[src/rtl/sr_drv_pkg.sv]
// Shared types and constants for the S-R latch command sequencer.
package sr_drv_pkg;

  typedef enum logic [1:0] {
    IDLE  = 2'd0,
    PULSE = 2'd1,
    WAIT  = 2'd2
  } state_t;

  localparam logic [1:0] ERR_NONE    = 2'b00;
  localparam logic [1:0] ERR_TIMEOUT = 2'b01;
  localparam logic [1:0] ERR_INVALID = 2'b10;

  // Counter width that can hold the larger of the two terminal counts.
  function automatic int cnt_width(input int a, input int b);
    return $clog2(((a > b) ? a : b) + 1);
  endfunction

endpackage

[src/rtl/sr_sync.sv]
// Multi-flop synchronizer for one asynchronous feedback bit; clears to 0 on reset.
module sr_sync #(
  parameter int STAGES = 2
) (
  input  logic clk,
  input  logic rst,
  input  logic d,
  output logic q
);

  logic [STAGES-1:0] sync_q;

  always_ff @(posedge clk or posedge rst) begin
    if (rst) sync_q <= '0;
    else     sync_q <= {sync_q[STAGES-2:0], d};
  end

  assign q = sync_q[STAGES-1];

endmodule

[src/rtl/sr_latch_driver.sv]
// Command sequencer for an S-R latch: pulses S or R, then confirms via synchronized Q/Q_not.
// Optional build macro SR_DRV_SKIP_REDUNDANT_EN skips the pulse when the latch already holds the target.
module sr_latch_driver
  import sr_drv_pkg::*;
#(
  parameter int PULSE_CYCLES   = 4,
  parameter int TIMEOUT_CYCLES = 16,
  parameter int SYNC_STAGES    = 2
) (
  input  logic       clk,
  input  logic       rst,
  input  logic       cmd_valid,
  input  logic       cmd_set,
  output logic       cmd_ready,
  output logic       s_out,
  output logic       r_out,
  input  logic       q_in,
  input  logic       q_not_in,
  output logic       q_sync,
  output logic       done,
  output logic       err,
  output logic [1:0] err_code
);

  localparam int CW = cnt_width(PULSE_CYCLES, TIMEOUT_CYCLES);
  localparam logic [CW-1:0] PULSE_LAST = CW'(PULSE_CYCLES - 1);
  localparam logic [CW-1:0] TO_LAST    = CW'(TIMEOUT_CYCLES - 1);

  state_t        state_q, state_d;
  logic [CW-1:0] cnt_q, cnt_d;
  logic          set_q, set_d;
  logic          s_q, s_d;
  logic          r_q, r_d;
  logic          done_q, done_d;
  logic          err_q, err_d;
  logic [1:0]    code_q, code_d;
  logic          inv_q, inv_d;
  logic          qn_sync;
  logic          match, invalid;

  sr_sync #(.STAGES(SYNC_STAGES)) u_sync_q (
    .clk (clk), .rst (rst), .d (q_in), .q (q_sync)
  );

  sr_sync #(.STAGES(SYNC_STAGES)) u_sync_qn (
    .clk (clk), .rst (rst), .d (q_not_in), .q (qn_sync)
  );

  assign match   = (q_sync == set_q) && (qn_sync == ~set_q);
  assign invalid = (q_sync == qn_sync);

  always_comb begin
    state_d = state_q;
    cnt_d   = cnt_q;
    set_d   = set_q;
    s_d     = s_q;
    r_d     = r_q;
    done_d  = 1'b0;
    err_d   = 1'b0;
    code_d  = code_q;
    inv_d   = inv_q;
    case (state_q)
      IDLE: begin
        if (cmd_valid) begin
          set_d  = cmd_set;
          code_d = ERR_NONE;
          cnt_d  = '0;
          inv_d  = 1'b0;
`ifdef SR_DRV_SKIP_REDUNDANT_EN
          if ((q_sync == cmd_set) && (qn_sync == ~cmd_set)) begin
            state_d = WAIT;
          end else begin
            state_d = PULSE;
            s_d     = cmd_set;
            r_d     = ~cmd_set;
          end
`else
          state_d = PULSE;
          s_d     = cmd_set;
          r_d     = ~cmd_set;
`endif
        end
      end
      PULSE: begin
        if (cnt_q == PULSE_LAST) begin
          state_d = WAIT;
          s_d     = 1'b0;
          r_d     = 1'b0;
          cnt_d   = '0;
          inv_d   = 1'b0;
        end else begin
          cnt_d = cnt_q + CW'(1);
        end
      end
      WAIT: begin
        // Invalid feedback is checked before the timeout so it wins a tie.
        if (match) begin
          done_d  = 1'b1;
          state_d = IDLE;
        end else if (invalid && inv_q) begin
          err_d   = 1'b1;
          code_d  = ERR_INVALID;
          state_d = IDLE;
        end else if (cnt_q == TO_LAST) begin
          err_d   = 1'b1;
          code_d  = ERR_TIMEOUT;
          state_d = IDLE;
        end else begin
          cnt_d = cnt_q + CW'(1);
          inv_d = invalid;
        end
      end
      default: begin
        state_d = IDLE;
        s_d     = 1'b0;
        r_d     = 1'b0;
      end
    endcase
  end

  always_ff @(posedge clk or posedge rst) begin
    if (rst) begin
      state_q <= IDLE;
      cnt_q   <= '0;
      set_q   <= 1'b0;
      s_q     <= 1'b0;
      r_q     <= 1'b0;
      done_q  <= 1'b0;
      err_q   <= 1'b0;
      code_q  <= ERR_NONE;
      inv_q   <= 1'b0;
    end else begin
      state_q <= state_d;
      cnt_q   <= cnt_d;
      set_q   <= set_d;
      s_q     <= s_d;
      r_q     <= r_d;
      done_q  <= done_d;
      err_q   <= err_d;
      code_q  <= code_d;
      inv_q   <= inv_d;
    end
  end

  assign cmd_ready = (state_q == IDLE);
  assign s_out     = s_q;
  assign r_out     = r_q;
  assign done      = done_q;
  assign err       = err_q;
  assign err_code  = code_q;

endmodule
[config.mk]
export PLATFORM = sky130hd
export DESIGN_NAME = sr_latch_driver
export DESIGN_NICKNAME = d
export VERILOG_FILES = /design/src/rtl/sr_drv_pkg.sv /design/src/rtl/sr_sync.sv /design/src/rtl/sr_latch_driver.sv
export SDC_FILE = /design/constraint.sdc
export NUM_CORES = 1
export LEC_CHECK = 0
export BUFFER_PORTS_ARGS = -buffer_cell sky130_fd_sc_hd__buf_2
export CORE_UTILIZATION = 45
export DETAILED_ROUTE_END_ITERATION = 10
export PLACE_DENSITY = 0.67
export SLEW_MARGIN = 25
export SYNTH_ARGS = -nofsm -noshare
export SYNTH_HDL_FRONTEND = slang
export SYNTH_HIERARCHICAL = 1
export SYNTH_SLANG_ARGS = --single-unit
[constraint.sdc]
create_clock -name clk -period 3 [get_ports clk]
set_input_delay 0.15 -clock clk [delete_from_list [all_inputs] [get_ports clk]]
set_output_delay 0.15 -clock clk [all_outputs]
set_load 0.01 [all_outputs]
==> results of run 1 <==
-- critical path, delay by kind of cell, from the launching register on --
family	cells	cell delay, ps
AOI/OAI and AO/OA	3	740
and+or+nand+nor	2	530
adders and majority gates	2	500
DFF	1	430
-- final cells by class --
cell class | count | area [sq um]
multi-input cells | 66 | 503.0
repair buffers | 16 | 95.09
flip-flops and latches | 19 | 475.5
fillers | 215 | 1036
inverters | 11 | 41.29
clock buffers | 4 | 26.28
well taps | 28 | 35.03
-- routing by layer --
metal	routed length, um	vias to the layer above	GRT usage [%]
li1	-	390	-
met1	943	381	22.99
met2	920	10	29.33
met3	29	4	3.636
met4	32	0	7.143
met5	0	-	0
-- state kept, by name, indices dropped and copies added (netlist names), 2 cells and up --
register and flops:
cnt_q 5, err_code 2, state_q 2, u_sync_q/sync_q 2, u_sync_qn/sync_q 2
-- layout by cell type (no fill, tap or decap), types with 2 or more instances in the layout --
cell type,netlist,final
mux2_2,4,4
a22o_1,2,2
o31ai_1,5,5
nand2b_1,3,3
a21o_1,2,2
nand3_1,5,5
dlygate4sd3_1,0,3
o21a_1,3,3
o21ai_0,5,5
dfrtp_1,19,19
nor2b_1,2,2
and2b_2,2,2
ha_1,6,6
o22ai_1,4,4
clkbuf_4,0,3
nor2_1,2,2
inv_1,11,11
nand2_1,3,3
buf_2,1,13
-- how the worst max path moves through the flow --
stage,startpoint,to,slack (ps),cells after the start
2_1_floorplan,cnt_q[0]$_DFFE_PP0P_,cnt_q[0]$_DFFE_PP0P_,920,8
3_3_place_gp,cnt_q[0]$_DFFE_PP0P_,cnt_q[0]$_DFFE_PP0P_,760,7
3_5_place_dp,cnt_q[0]$_DFFE_PP0P_,cnt_q[2]$_DFFE_PP0P_,740,7
4_1_cts,cnt_q[0]$_DFFE_PP0P_,cnt_q[2]$_DFFE_PP0P_,730,7
5_1_grt,cnt_q[0]$_DFFE_PP0P_,cnt_q[2]$_DFFE_PP0P_,570,7
6_report,cnt_q[0]$_DFFE_PP0P_,cnt_q[4]$_DFFE_PP0P_,720,7
-- timing repair --
item                      in CTS  in global routing
hold endpoints to repair      21                  0
buffers inserted               0                  0
hold buffers                   3                  0
-- cells by family (layout without fill, tap and decap cells) --
group | Yosys count | after routing | synth area share (%)
compound gates | 29 | 29 | 20.67
fa+ha+maj | 6 | 6 | 7.168
buf+inv | 14 | 31 | 6.571
flops | 19 | 19 | 45.40
mux | 4 | 4 | 4.301
simple gates | 27 | 27 | 15.89
-- power by group through the flow --
stage | registers, mW | clock network [mW] | logic, mW
2_1_floorplan | 0.359 | 0 | 0.345
3_5_place_dp | 0.363 | 0 | 0.415
5_1_grt | 0.366 | 0.141 | 0.469
6_report | 0.357 | 0.127 | 0.420
3_3_place_gp | 0.360 | 0 | 0.406
4_1_cts | 0.357 | 0.133 | 0.419
==> qor.txt, run 1 <==
Outcome = finished with violations
Failing checks = DRC
Worst hold start = cmd_set
CP Max Fanout = 7
Most frequent cell after synthesis = dfrtp_1
Yosys top cell area share = 45.40%
Area grow syn2layout = 12.31%
Layout Nets = 129
Leak = 0.5746 nW
Clock Skews = 3.241 ps
Worst r2r path cells = 7
Worst R2R Start = cnt_q[0]$_DFFE_PP0P_
Flops & latches, synth = 19
Root Buffer = clkbuf_4
Final core occ = 53.17%
TritonRoute pass-1 iters = 7
MaxCap Viol Count = 0
Pins Over Slew Limit = 0
Rel. slew slack = 54.17%
Dpl cell area = 1120 sq um
Combinational cell fraction of total power = 46.5%
PnR worst setup slack = 718.4 ps
Die area = 2524 sq um
Hold slack final = 121.4 ps
Setup Viol. Count Final = 0
Post-Syn Area = 1047 sq um
Leading post-synthesis cells by cell area = dfrtp_1 (45%), ha_1 (7.2%), mux2_2 (4.3%)
Int Pwr = 0.5478 mW
Top cell by count, worst path = ha_1
FF-to-FF End = cnt_q[4]$_DFFE_PP0P_
Drt drc = 2
Initial antenna violation count = 0
Pwr Density = 768.5 nW/um^2
Row cnt = 17
Die Y = 50.24 um
Global-route wire length before repair = 3401 um
Worst vdd ir = 396.6 uV
Achievable Freq = 438.3 MHz
Crit path DAT = 2480 ps
Hold worst-path end = set_q$_DFFE_PP0P_
Non-Filler Instances = 144
Cell count after synthesis = 99
CTS tree = yes
Dpl hpwl = 1428 um
Dominant synthesized flop cell = dfrtp_1
WHS Path Cells = 2
Syn Nets = 111
Min-Delay Path Class = input port to register
Drt total wl = 1925 um
Startpoint Class = register
Setup slack, reg-to-reg = 720 ps
Antenna-violating nets left = 0
Largest net degree at the start of global routing = 16
CTS Buf Count = 3
Vias per Instance = 5.451
Vias = 785
Layout cells sized above 1 = 20.69%
GRT Residual Overflow = 0
GP Congestion = 0.8436
Skew-Pair Late Insertion Delay = 290 ps
Placed cell count = 137
Sequential Power Share = 39.5%
Die X = 50.24 um
Total power = 0.9038 mW
Clk pwr share = 14.0%
Commonest cells in the netlist = dfrtp_1 (19), inv_1 (11), ha_1 (6)
CTS sink count = 19
Ys Warns = 6
Psw = 0.3561 mW
Final instance area = 1176 sq um
CP cell instances = ha_1, and3_1, ha_1, a21o_1, a41o_1, or2_0, o31ai_1
Register area share after synthesis = 45.40%
Synthesized area per cell = 10.58 sq um
Worst slew pin tran = 678.6 ps
WL per Instance = 13.37 um
Final hold violation count = 0
CP Data Required Time = 3200 ps
CTS resizes = 0
H-tree levels = 1
Initial Util = 47.34%
Final min period = 2282 ps
First DRT Iteration DRCs = 12
Critical Path Max Stage Delay = 430 ps
RSZ-0062 raised after global routing = no
Clock Path Buffers = 2
Switching share of power = 39.39%
GR Util All Layers = 17.95%
Yosys cell types = 36
Vias in the first global route = 814
Diode count = 0
Period utilization = 76.05%
Synth area leader = dfrtp_1
Dpl ws = 735.5 ps
Core box area = 2212 sq um
IO Pins = 14
Setup CP Type = register to register
CP max stage cell = dfrtp_1
Crit end category = register
Clock slew at reported path FFs = 110 ps
EDFF count, synth = 0
Input/output buffers = 13
Synth async-reset ratio = 100.0%
Post-route setup TNS = 0 ps
Note: power is estimated with default switching activity, not from simulation.
==> inputs of run 2 (changes only) <==
- clock period: 3 -> 2.3 ns (I/O delays scaled with it)
==> qor.txt, run 2 (synthesized netlist as in run 1, its figures left out) <==
CP cell instances = ha_1, and3_1, ha_1, a21o_1, a41o_1, or2_1, o31ai_1
Multi-input gate area = 503.0 sq um
Hold worst-path end = set_q$_DFFE_PP0P_
Initial antenna violation count = 0
Drt total wl = 2071 um
CTS Buf Count = 3
M3 GR Usage = 2.727%
MaxCap Viol Count = 0
Global-route wire length before repair = 3629 um
FF-to-FF End = cnt_q[4]$_DFFE_PP0P_
Vias = 826
Skew-Pair Late Insertion Delay = 300 ps
Largest delay share family, worst path = compound AO/OA/AOI/OAI gates
CTS sink count = 19
Die Y = 50.24 um
GR peak layer = met2
Layout cells sized above 1 = 24.17%
TritonRoute pass-1 iters = 7
Dpl hpwl = 1566 um
WL per Instance = 13.99 um
Max FFs per register = 5
Worst vdd ir = 475.8 uV
Crit path DAT = 2360 ps
Period utilization = 93.36%
CTS tree = yes
Initial Util = 47.34%
Clock slew at reported path FFs = 110 ps
Crit end category = register
Largest reg by FF count = cnt_q
Worst slew pin tran = 680.8 ps
Final min period = 2147 ps
Rel. slew slack = 54.02%
Layout Nets = 133
Diode count = 0
Worst r2r path cells = 7
Setup Viol. Count Final = 0
Vias per Instance = 5.581
Worst hold start = cmd_set
Fill count = 202
Leak = 0.5996 nW
Post-route setup TNS = 0 ps
Clock Path Buffers = 2
CP max stage cell = dfrtp_1
WHS Path Cells = 2
Root Buffer = clkbuf_4
CP Max Fanout = 6
Failing checks = DRC
GR Util All Layers = 19.56%
IO Pins = 14
Setup CP Type = register to register
CP Data Required Time = 2520 ps
Area grow syn2layout = 15.29%
Sequential Area = 475.5 sq um
Input/output buffers = 13
Die area = 2524 sq um
Drt drc = 2
Achievable Freq = 465.7 MHz
Clock Skews = 0.9114 ps
Row cnt = 17
Hold slack final = 65.94 ps
Most frequent cells in the layout = dfrtp_1 (19), buf_2 (13), inv_1 (11), ha_1 (6)
Core box area = 2212 sq um
Top cell by count, worst path = ha_1
Outcome = finished with violations
RSZ-0062 raised after global routing = no
Vias in the first global route = 825
GP Congestion = 0.7686
Crit path buf inv count = 0
Min-Delay Path Class = input port to register
Pwr Density = 1031 nW/um^2
Pins Over Slew Limit = 0
Largest net degree at the start of global routing = 16
Setup slack, reg-to-reg = 150 ps
Startpoint Class = register
GR Util met2 = 30.67%
First DRT Iteration DRCs = 28
H-tree levels = 1
GRT met1 Usage = 25.73%
Die X = 50.24 um
Final hold violation count = 0
GRT Residual Overflow = 0
Antenna-violating nets left = 0
Critical Path Max Stage Delay = 430 ps
Most common cell after layout, fill and taps aside = dfrtp_1
Worst R2R Start = cnt_q[0]$_DFFE_PP0P_
[run 2: changes by cell type in the layout (fill, tap and decap cells not counted), sizes merged]
| cell | previous run | this run |
|---|---|---|
| buf | 13 | 17 |
| clkbuf | 4 | 3 |
| clkinv | 0 | 1 |
[run 2: worst max path at each step]
stage,start,endpoint,slack (ps),cells past startpoint
after floorplan,cnt_q[0]$_DFFE_PP0P_,cnt_q[0]$_DFFE_PP0P_,220,8
after global placement,cnt_q[0]$_DFFE_PP0P_,cnt_q[0]$_DFFE_PP0P_,190,7
after detailed placement,cnt_q[0]$_DFFE_PP0P_,cnt_q[4]$_DFFE_PP0P_,110,7
after CTS,cnt_q[0]$_DFFE_PP0P_,cnt_q[2]$_DFFE_PP0P_,100,7
after global routing,cnt_q[0]$_DFFE_PP0P_,cnt_q[2]$_DFFE_PP0P_,30,8
final,cnt_q[0]$_DFFE_PP0P_,cnt_q[4]$_DFFE_PP0P_,150,7
[run 2: cell type report]
type	instances	share of cell area, %
Clock buffer	3	1.865
Clock inverter	1	0.4145
Inverter	11	3.420
Tap cell	28	2.902
Sequential cell	19	39.38
Timing Repair Buffer	20	10.36
Multi-Input combinational cell	66	41.66
[run 2: power breakdown]
part | switching (mW) | internal, mW | leakage, nW | total [mW]
combinational | 0.327 | 0.279 | 0.334 | 0.606
sequential | 0.0628 | 0.403 | 0.248 | 0.466
clock | 0.108 | 0.0649 | 0.0177 | 0.173
total | 0.498 | 0.747 | 0.600 | 1.25
[run 2: through the flow]
step | setup slack [ps] | total power [mW] | area [sq um] | util [%] | cells
after CTS | 98.70 | 1.253 | 1207 | 54.58 | 148
final | 152.8 | 1.245 | 1207 | 54.58 | 148
after global routing | 32.07 | 1.349 | 1207 | 54.58 | 148
after detailed placement | 110.4 | 1.074 | 1150 | 51.98 | 141
after floorplan | 220.9 | 0.9191 | 1047 | - | 99
after global placement | 192.3 | 1.050 | 1150 | 51.98 | 141
[run 2: metal layers]
metal / vias up / wire, um
met5: - / 0
met4: 0 / 53
met3: 6 / 51
met2: 22 / 1047
met1: 396 / 920
li1: 402 / -
[run 2: timing repair]
action,4_1_cts,5_1_grt
gates resized for setup,0,1
endpoints found under the setup margin,0,1
hold endpoints to repair,21,0
hold buffers,3,0
setup buffers,0,0
==> inputs of run 3 (changes only) <==
- ABC_AREA: unset -> 1
- BUFFER_PORTS_ARGS: -buffer_cell sky130_fd_sc_hd__buf_2 -> unset
- DONT_BUFFER_PORTS: unset -> 1
- PLACE_DENSITY: 0.67 -> 0.62
==> qor.txt, run 3 <==
Outcome = completed
Dpl ws = 572.6 ps
Compound-Gate Fraction of Synth Area = 7.751%
WL met3 = 70 um
Area grow syn2layout = 8.843%
Post-CTS Setup Bufs = 0
Dominant synthesized flop cell = dfrtp_1
Register area share after synthesis = 41.48%
Commonest cells in the netlist = nand2_1 (31), dfrtp_1 (19), inv_1 (15)
Setup Viol. Count Final = 0
Die X = 52.47 um
Drt drc = 0
Skew-Pair Late Insertion Delay = 300 ps
Final min period = 2044 ps
Rel. slew slack = 60.21%
Initial antenna violation count = 0
Simple-gate share of the synthesized area = 35.48%
Wire length on met2 = 948 um
CTS tree = yes
Layout Nets = 152
Worst R2R Start = state_q[0]$_DFFE_PP0P_
CP Data Required Time = 2550 ps
Pwr Density = 1004 nW/um^2
Flops & latches, synth = 19
Max FFs per register = 5
Pins Over Slew Limit = 0
Hold worst-path end = set_q$_DFFE_PP0P_
EDFF count, synth = 0
Adder-cell share of the synthesized area = 6.550%
Setup CP Type = register to register
Final hold violation count = 0
Worst hold start = cmd_valid
MaxCap Viol Count = 0
Synth area leader = dfrtp_1
Layout cells sized above 1 = 20.14%
Cell count after synthesis = 131
Yosys cell types = 22
Die Y = 52.47 um
Leak = 0.6585 nW
Clock Path Buffers = 2
Global-route wire length before repair = 3684 um
Placed cell count = 158
Critical Path Max Stage Delay = 570 ps
Row cnt = 17
Main combinational cell family by area after synthesis = simple AND/OR/NAND/NOR gates
Ys Warns = 6
Fill count = 222
Min-Delay Path Class = input port to register
Crit path DAT = 2290 ps
Multiplexer area fraction after synthesis = 0%
GP Congestion = 0.7949
Clock Skews = 1.194 ps
XOR/XNOR Fraction of Synth Area = 0%
Crit end category = register
Clock slew at reported path FFs = 120 ps
Core box area = 2297 sq um
Non-Filler Instances = 167
PnR worst setup slack = 256.0 ps
Most common cell after layout, fill and taps aside = nand2_1
Hold slack final = 20.16 ps
Worst slew pin tran = 596.1 ps
Highest metal used = met4
Dpl hpwl = 1527 um
Post-CTS Hold Fix Bufs = 5
Diode count = 0
Most frequent cell after synthesis = nand2_1
Yosys top cell area share = 41.48%
RSZ-0062 raised after global routing = no
Synth async-reset ratio = 100.0%
Drt total wl = 2032 um
Largest net degree at the start of global routing = 16
Post-route setup TNS = 0 ps
Vias per Instance = 5.060
CTS sink count = 19
Vias = 845
CTS resizes = 0
CP Max Fanout = 9
H-tree levels = 1
Achievable Freq = 489.2 MHz
FF-to-FF End = r_out$_DFFE_PP0P_
WHS Path Cells = 3
Syn Nets = 143
CTS Buf Count = 3
CP cell instances = inv_1, ha_1, inv_2, nand2_1, o21ai_1, o31ai_1, dlygate4sd3_1
Vias in the first global route = 812
CP max stage cell = dlygate4sd3_1
Root Buffer = clkbuf_4
Worst vdd ir = 525.8 uV
Die area = 2753 sq um
First DRT Iteration DRCs = 24
Startpoint Class = register
M1 WL = 996 um
WL per Instance = 12.17 um
GRT Residual Overflow = 0
Leading post-synthesis cells by cell area = dfrtp_1 (41%), nand2_1 (10%), ha_1 (6.6%)
Initial Util = 49.89%
Input/output buffers = 0
Post-Syn Area = 1146 sq um
TritonRoute pass-1 iters = 4
Synthesized area per cell = 8.749 sq um
Most frequent cells in the layout = nand2_1 (31), dfrtp_1 (19), inv_1 (15), nand3_1 (11), nor2_1 (11)
Antenna-violating nets left = 0
Setup slack, reg-to-reg = 260 ps
Largest reg by FF count = cnt_q
Worst r2r path cells = 7
GR Util All Layers = 18.56%
IO Pins = 14
Period utilization = 88.87%
==> run 3: metrics by stage <==
stage / area, sq um / utilization (%) / total power, mW
3_5_place_dp: 1170 / 50.93 / 1.070
3_3_place_gp: 1170 / 50.93 / 1.057
6_report: 1247 / 54.30 / 1.252
4_1_cts: 1247 / 54.30 / 1.266
5_1_grt: 1247 / 54.30 / 1.369
2_1_floorplan: 1146 / - / 0.9659
==> run 3: kinds of logic after synthesis <==
family          Yosys count
fa+ha+maj                 6
compound gates           12
simple gates             73
buf+inv                  21
flops                    19
==> run 3: how the worst max path moves through the flow <==
stage                                         end  slack, ps  cells after the start                   start
after global placement    err_code[1]$_DFFE_PP0P_        640                      7  state_q[0]$_DFFE_PP0P_
after global routing            r_out$_DFFE_PP0P_        120                      7  state_q[0]$_DFFE_PP0P_
after CTS                       r_out$_DFFE_PP0P_        250                      7  state_q[0]$_DFFE_PP0P_
after detailed placement  err_code[1]$_DFFE_PP0P_        570                      7  state_q[0]$_DFFE_PP0P_
after floorplan              cnt_q[2]$_DFFE_PP0P_        840                     10    cnt_q[0]$_DFFE_PP0P_
final                           r_out$_DFFE_PP0P_        260                      7  state_q[0]$_DFFE_PP0P_
==> run 3: metal layers <==
layer,global-route usage [%],vias to the layer above
met2,28.90,15
met5,0,-
met1,26.23,395
met3,2.319,2
li1,-,433
met4,6.579,0
==> run 3: critical path: cells and delay by family, from the launching register on <==
family                   cells  cell delay [ps]
buffers and inverters        3              770
AND/OR/NAND/NOR              1              170
flip-flops                   1              430
adder cells (fa/ha/maj)      1              480
AO/OA/AOI/OAI                2              140
==> run 3: final cells by class <==
cell class	instances	area, sq um	area share [%]
multi-input cells	91	570.5	45.74
clock buffers	3	22.52	1.805
inverters	20	88.84	7.121
clock inverters	1	5.005	0.4012
flip-flops and latches	19	475.5	38.11
repair buffers	5	50.05	4.012
well taps	28	35.03	2.808
==> run 3: report_power, final <==
group / internal (mW) / leakage [nW] / switching, mW
Clock: 0.0649 / 0.0177 / 0.113
Sequential: 0.398 / 0.249 / 0.0662
Combinational: 0.227 / 0.392 / 0.383
